==> config.mk <==
export PLATFORM = sky130hd
export DESIGN_NAME = decode_stage
export DESIGN_NICKNAME = d
export VERILOG_FILES = /design/src/rtl/decode_stage.sv
export SDC_FILE = /design/constraint.sdc
export NUM_CORES = 1
export LEC_CHECK = 0
export CAP_MARGIN = 10
export CORE_MARGIN = 5
export CORE_UTILIZATION = 42
export CTS_BUF_LIST = sky130_fd_sc_hd__clkbuf_4 sky130_fd_sc_hd__clkbuf_8 sky130_fd_sc_hd__clkbuf_16
export DETAILED_ROUTE_END_ITERATION = 7
export PLACE_DENSITY = 0.86
export SYNTH_ARGS = -nofsm -noshare
export SYNTH_HDL_FRONTEND = slang
export SYNTH_SLANG_ARGS = --single-unit
==> constraint.sdc <==
create_clock -name clk -period 2.7 [get_ports clk]
set_clock_uncertainty 0.1 [all_clocks]
set_input_delay 0.675 -clock clk [delete_from_list [all_inputs] [get_ports clk]]
set_output_delay 0.675 -clock clk [all_outputs]
set_load 0.02 [all_outputs]
==> src/rtl/decode_stage.sv <==
// decode_stage: RV32I decode stage sitting between fetch's instruction queue and dispatch.
//
// Pops {pc, inst} entries from a first-word-fall-through queue, decodes each into register
// indices, a sign-extended immediate and control flags, and holds the result in a one-entry
// output register handed to dispatch with a valid/ready handshake.
//
// Ports:
//   clk, rst          clock and synchronous active-high reset
//   flush             kill the entry in the output register; no pop in the same cycle
//   iq_empty          instruction queue has no head entry
//   iq_pc, iq_inst    queue head, valid when !iq_empty
//   iq_dequeue        pop the queue head at this posedge (combinational)
//   dec_valid         output register holds a decoded instruction
//   dec_ready         dispatch accepts the held entry this cycle
//   dec_pc, dec_inst  pc and raw word of the held instruction
//   dec_rd/rs1/rs2    register indices, always taken straight from the instruction bits
//   dec_funct3        inst[14:12]
//   dec_funct7b5      inst[30]
//   dec_imm           sign-extended immediate; RESET_IMM whenever dec_valid is low
//   dec_flags         {illegal, is_jalr, is_jal, is_branch, is_store, is_load, uses_rs2, uses_rs1}
//   dec_writes_rd     instruction writes a nonzero rd

module decode_stage #(
    parameter logic [31:0] RESET_IMM = 32'h0
) (
    input  logic        clk,
    input  logic        rst,
    input  logic        flush,
    input  logic        iq_empty,
    input  logic [31:0] iq_pc,
    input  logic [31:0] iq_inst,
    output logic        iq_dequeue,
    output logic        dec_valid,
    input  logic        dec_ready,
    output logic [31:0] dec_pc,
    output logic [31:0] dec_inst,
    output logic [4:0]  dec_rd,
    output logic [4:0]  dec_rs1,
    output logic [4:0]  dec_rs2,
    output logic [2:0]  dec_funct3,
    output logic        dec_funct7b5,
    output logic [31:0] dec_imm,
    output logic [7:0]  dec_flags,
    output logic        dec_writes_rd
);

    localparam logic [6:0] OpcLui    = 7'b0110111;
    localparam logic [6:0] OpcAuipc  = 7'b0010111;
    localparam logic [6:0] OpcJal    = 7'b1101111;
    localparam logic [6:0] OpcJalr   = 7'b1100111;
    localparam logic [6:0] OpcBranch = 7'b1100011;
    localparam logic [6:0] OpcLoad   = 7'b0000011;
    localparam logic [6:0] OpcStore  = 7'b0100011;
    localparam logic [6:0] OpcOpImm  = 7'b0010011;
    localparam logic [6:0] OpcOp     = 7'b0110011;

    localparam logic [6:0] F7Zero = 7'b0000000;
    localparam logic [6:0] F7Alt  = 7'b0100000;

    // ---------------------------------------------------------------------------------------
    // Combinational decode of the queue head
    // ---------------------------------------------------------------------------------------
    logic [6:0]  opcode;
    logic [2:0]  funct3;
    logic [6:0]  funct7;
    logic [4:0]  rd_idx;
    logic [31:0] imm_i, imm_s, imm_b, imm_u, imm_j;

    logic [31:0] imm_dec;
    logic        is_jalr, is_jal, is_branch, is_store, is_load;
    logic        uses_rs1, uses_rs2, illegal, wr_class;
    logic        writes_rd_dec;
    logic [7:0]  flags_dec;

    always_comb begin
        opcode = iq_inst[6:0];
        funct3 = iq_inst[14:12];
        funct7 = iq_inst[31:25];
        rd_idx = iq_inst[11:7];

        imm_i = {{20{iq_inst[31]}}, iq_inst[31:20]};
        imm_s = {{20{iq_inst[31]}}, iq_inst[31:25], iq_inst[11:7]};
        imm_b = {{19{iq_inst[31]}}, iq_inst[31], iq_inst[7], iq_inst[30:25], iq_inst[11:8], 1'b0};
        imm_u = {iq_inst[31:12], 12'b0};
        imm_j = {{11{iq_inst[31]}}, iq_inst[31], iq_inst[19:12], iq_inst[20], iq_inst[30:21],
                 1'b0};

        imm_dec   = '0;
        is_jalr   = 1'b0;
        is_jal    = 1'b0;
        is_branch = 1'b0;
        is_store  = 1'b0;
        is_load   = 1'b0;
        uses_rs1  = 1'b0;
        uses_rs2  = 1'b0;
        illegal   = 1'b0;
        wr_class  = 1'b0;

        // The full 7-bit opcode compare also rejects inst[1:0] != 2'b11.
        case (opcode)
            OpcLui: begin
                imm_dec  = imm_u;
                wr_class = 1'b1;
            end
            OpcAuipc: begin
                imm_dec  = imm_u;
                wr_class = 1'b1;
            end
            OpcJal: begin
                imm_dec  = imm_j;
                is_jal   = 1'b1;
                wr_class = 1'b1;
            end
            OpcJalr: begin
                imm_dec  = imm_i;
                is_jalr  = 1'b1;
                uses_rs1 = 1'b1;
                wr_class = 1'b1;
                illegal  = (funct3 != 3'b000);
            end
            OpcBranch: begin
                imm_dec   = imm_b;
                is_branch = 1'b1;
                uses_rs1  = 1'b1;
                uses_rs2  = 1'b1;
                illegal   = (funct3 == 3'b010) || (funct3 == 3'b011);
            end
            OpcLoad: begin
                imm_dec  = imm_i;
                is_load  = 1'b1;
                uses_rs1 = 1'b1;
                wr_class = 1'b1;
                illegal  = (funct3 == 3'b011) || (funct3 == 3'b110) || (funct3 == 3'b111);
            end
            OpcStore: begin
                imm_dec  = imm_s;
                is_store = 1'b1;
                uses_rs1 = 1'b1;
                uses_rs2 = 1'b1;
                illegal  = (funct3 >= 3'b011);
            end
            OpcOpImm: begin
                imm_dec  = imm_i;
                uses_rs1 = 1'b1;
                wr_class = 1'b1;
                // Shift-immediates reuse the upper immediate bits as funct7.
                if (funct3 == 3'b001) begin
                    illegal = (funct7 != F7Zero);
                end else if (funct3 == 3'b101) begin
                    illegal = (funct7 != F7Zero) && (funct7 != F7Alt);
                end
            end
            OpcOp: begin
                imm_dec  = '0;
                uses_rs1 = 1'b1;
                uses_rs2 = 1'b1;
                wr_class = 1'b1;
                if ((funct7 != F7Zero) && (funct7 != F7Alt)) begin
                    illegal = 1'b1;
                end else if ((funct7 == F7Alt) && (funct3 != 3'b000) && (funct3 != 3'b101)) begin
                    illegal = 1'b1;
                end
            end
            default: begin
                illegal = 1'b1;
            end
        endcase

        // Illegal entries still go downstream but must not touch the register file.
        if (illegal) begin
            uses_rs1 = 1'b0;
            uses_rs2 = 1'b0;
        end
        writes_rd_dec = wr_class && !illegal && (rd_idx != 5'd0);

        flags_dec = {illegal, is_jalr, is_jal, is_branch, is_store, is_load, uses_rs2, uses_rs1};
    end

    // ---------------------------------------------------------------------------------------
    // Handshake and output register
    // ---------------------------------------------------------------------------------------
    logic        valid_q, valid_d;
    logic [31:0] pc_q, pc_d;
    logic [31:0] inst_q, inst_d;
    logic [4:0]  rd_q, rd_d;
    logic [4:0]  rs1_q, rs1_d;
    logic [4:0]  rs2_q, rs2_d;
    logic [2:0]  funct3_q, funct3_d;
    logic        funct7b5_q, funct7b5_d;
    logic [31:0] imm_q, imm_d;
    logic [7:0]  flags_q, flags_d;
    logic        writes_rd_q, writes_rd_d;

    logic adv;

    always_comb begin
        adv        = !valid_q || dec_ready;
        iq_dequeue = !iq_empty && adv && !flush && !rst;
    end

    always_comb begin
        valid_d     = valid_q;
        pc_d        = pc_q;
        inst_d      = inst_q;
        rd_d        = rd_q;
        rs1_d       = rs1_q;
        rs2_d       = rs2_q;
        funct3_d    = funct3_q;
        funct7b5_d  = funct7b5_q;
        imm_d       = imm_q;
        flags_d     = flags_q;
        writes_rd_d = writes_rd_q;

        // Flush wins over a load; data fields are left stale since valid drops.
        if (flush) begin
            valid_d = 1'b0;
        end else if (iq_dequeue) begin
            valid_d     = 1'b1;
            pc_d        = iq_pc;
            inst_d      = iq_inst;
            rd_d        = iq_inst[11:7];
            rs1_d       = iq_inst[19:15];
            rs2_d       = iq_inst[24:20];
            funct3_d    = iq_inst[14:12];
            funct7b5_d  = iq_inst[30];
            imm_d       = imm_dec;
            flags_d     = flags_dec;
            writes_rd_d = writes_rd_dec;
        end else if (adv) begin
            valid_d = 1'b0;
        end
    end

    always_ff @(posedge clk) begin
        if (rst) begin
            valid_q     <= 1'b0;
            pc_q        <= '0;
            inst_q      <= '0;
            rd_q        <= '0;
            rs1_q       <= '0;
            rs2_q       <= '0;
            funct3_q    <= '0;
            funct7b5_q  <= 1'b0;
            imm_q       <= RESET_IMM;
            flags_q     <= '0;
            writes_rd_q <= 1'b0;
        end else begin
            valid_q     <= valid_d;
            pc_q        <= pc_d;
            inst_q      <= inst_d;
            rd_q        <= rd_d;
            rs1_q       <= rs1_d;
            rs2_q       <= rs2_d;
            funct3_q    <= funct3_d;
            funct7b5_q  <= funct7b5_d;
            imm_q       <= imm_d;
            flags_q     <= flags_d;
            writes_rd_q <= writes_rd_d;
        end
    end

    always_comb begin
        dec_valid     = valid_q;
        dec_pc        = pc_q;
        dec_inst      = inst_q;
        dec_rd        = rd_q;
        dec_rs1       = rs1_q;
        dec_rs2       = rs2_q;
        dec_funct3    = funct3_q;
        dec_funct7b5  = funct7b5_q;
        // Idle register presents the reset immediate rather than a stale one.
        dec_imm       = valid_q ? imm_q : RESET_IMM;
        dec_flags     = flags_q;
        dec_writes_rd = writes_rd_q;
    end

endmodule

==> results.py <==
metrics = {
    "clocking": {
        "cts-hold-fix-buffers": 0,
        "clk_latency_ns": 0.36,
        "cts_buffer_depth": 2,
        "htree_num_levels": 3,
        "cts_setup_buffers": 0,
        "cts_sinks": 106,
        "numCtsBuffers": 9,
        "clk_pin_slew_worst_paths_ns": 0.11,
        "cts-root-buf": "clkbuf_8",
        "cts_tree": "built",
    },
    "floorplanning": {
        "ioPinCount": 195,
        "die_x_um": 114,
        "start_util": 0.424,
        "row_count": 38,
        "die_height_um": 114,
        "core_area_sq_mm": 0.0107,
        "die_area_sq_mm": 0.0130,
    },
    "place": {
        "gp_congestion": 0.951,
        "dpl_worst_slack_ns": -0.450,
        "place_hpwl_mm": 10.9,
        "portBuffers": 194,
    },
    "yosys": {
        "synth-edff-count": 0,
        "synth_top_area_frac": 0.468,
        "synth_top_flop_cell": "dfxtp_1",
        "ys_ff_latch": 106,
        "ys_warn_count": 0,
        "synthTopCellsByArea": "dfxtp_1 47%, nand2_1 14%, a21oi_1 11%",
        "syn_inst": 590,
        "synth_area_leader_cell": "dfxtp_1",
        "syn_nets": 659,
        "synth_area_sq_mm": 0.00453,
        "synth_area_per_cell_sq_um": 7.68,
        "async_flop_share": 0,
        "synth_cell_types": 45,
        "ys_seq_area_frac": 0.468,
    },
    "power": {
        "powerDensity_mw_per_mm2": 457,
        "seqPwrFrac": 0.517,
        "ir_worst_vdd_uv": 323,
        "swShare": 0.273,
        "intPower_uw": 2270,
        "p_switching_uw": 854,
        "p_clk_frac": 0.333,
        "leakagePower_uw": 0.00241,
        "combPwrFrac": 0.150,
    },
    "route": {
        "viasPerCell": 5.17,
        "wl_per_cell_um": 16.2,
        "route.vias.total": 4738,
        "drt_pass1_iterations": 5,
        "dr.first_iter.drc_count": 373,
        "ant_nets": 0,
        "drc": 0,
        "wl_mm": 14.8,
    },
    "grt": {
        "grt_pass1_wl_mm": 23.5,
        "grt_overflow": 0,
        "antenna_found_initial": 0,
        "grt_usage": 0.223,
        "grt_max_degree": 92,
        "grt_pass1_vias": 4667,
    },
    "worst_setup_path": {
        "rr_startpoint": "dec_valid",
        "end_kind": "primary output",
        "path_max_fanout": 2,
        "cp-startpoint": "flush",
        "path_class": "input pin to primary output",
        "critPathArrivalTime_ns": 1.90,
        "required_ns": 1.92,
        "r2r_slack_ns": 0.54,
        "start_kind": "input pin",
    },
    "worst_hold_path": {
        "hold_path_class": "register to register",
        "worstHoldStart": "imm_q[25]",
    },
    "timing": {
        "hold_viol_final": 0,
        "max_slew_margin": 0.402,
        "slew_viol_final": 0,
        "hold-worst-slack_ns": 0.356,
        "setup_viol": 0,
        "fin_ws_ns": 0.0257,
        "final.period_utilization": 0.990,
        "fmax_mhz": 374,
        "fin_crit_ns": 2.67,
        "tightestPinTransition_ns": 0.898,
    },
    "outcome": {
        "status": "finished clean",
    },
    "final_layout": {
        "postLayoutCoreUtil": 0.640,
        "seqCellArea_sq_mm": 0.00212,
        "drive_gt1_frac": 0.0785,
        "multi_input_area_sq_mm": 0.00207,
        "n_fill_cell": 925,
        "final_cell_mix": "192 x clkdlybuf4s50_1, 168 x nand2_1, 106 x dfxtp_1",
        "antenna_cells": 0,
        "syn2layout_area_growth_pct": 51.1,
        "fin_nets": 841,
        "final_common_cell": "clkdlybuf4s50_1",
    },
    "job": {
        "maxCapViolCount": 0,
    },
}
==> Yosys cell counts (all sizes together), types with 2 or more instances <==
master   count
and3         3
buf         31
o211ai       2
dfxtp      106
a22oi       10
mux2i        3
inv          5
nand4        2
or4          2
clkbuf      30
nor3         6
nor2b        2
o21ai       33
nor2        19
nand3        5
a21boi       3
o22ai        2
a21oi       97
and2        42
o2111ai      2
nand2      168
==> area by class of cell <==
class / instances / share of cell area
inverters: 5 / 0.00274
multi-input cells: 418 / 0.303
clock inverters: 7 / 0.0128
repair buffers: 232 / 0.328
clock buffers: 9 / 0.0181
flip-flops and latches: 106 / 0.310
well taps: 140 / 0.0256
==> per-stage QoR <==
| stage | cell area [sq um] | TNS (ns) | std cells | total power [uW] |
|---|---|---|---|---|
| after floorplan | 4530 | 0 | 590 | 1860 |
| after global placement | 6620 | -10.77 | 901 | 2110 |
| after detailed placement | 6620 | -17.36 | 901 | 2120 |
| after CTS | 6840 | 0 | 917 | 3150 |
| after global routing | 6840 | -0.00728 | 917 | 3270 |
| final | 6840 | 0 | 917 | 3130 |
==> registers in the layout (all words and copies together), names as in the netlist <==
name,cells
dec_valid,1
imm_q,32
dec_pc,32
dec_writes_rd,1
dec_flags,8
dec_inst,32
==> power groups by stage <==
stage / sequential, uW / clock [uW] / combinational (uW)
floorplan: 1690 / 0 / 167
global placement: 1650 / 0 / 457
detailed placement: 1650 / 0 / 465
CTS: 1620 / 1070 / 467
global route: 1620 / 1140 / 501
finish: 1620 / 1040 / 468
==> timing repair <==
action,CTS,global route
setup endpoints to repair,2,13
gates cloned,0,0
gates resized for setup,6,3
pin swaps,0,1
==> cell families after synthesis <==
kind of cell | count (synthesis) | synth area share
and+or+nand+nor | 258 | 0.257
AOI/OAI and AO/OA | 156 | 0.192
DFF | 106 | 0.468
buffers and inverters | 66 | 0.0740
muxes | 3 | 0.00663
xor gates and xnor gates | 1 | 0.00193
==> routing by layer <==
| layer | wire (um) | track usage | part of all wire | vias up |
|---|---|---|---|---|
| met1 | 5900 | 0.264 | 0.40 | 2225 |
| li1 | - | - | - | 2313 |
| met3 | 1260 | 0.0732 | 0.085 | 21 |
| met5 | 0 | 0 | 0 | - |
| met2 | 7390 | 0.390 | 0.50 | 179 |
| met4 | 279 | 0.0546 | 0.019 | 0 |
==> critical path, cell delays in order <==
cell and delay, ns:
clkdlybuf4s50_1 0.43, or4_4 0.55, inv_2 0.10, buf_4 0.15
==> path summary, 6_finish.rpt <==
kind	end	depth (start not counted)
min	imm_q[25]	2
min reg2reg	imm_q[25]	2
max	iq_dequeue	4
max reg2reg	imm_q[14]	7
No activity file was read; power rests on OpenSTA's default activity.
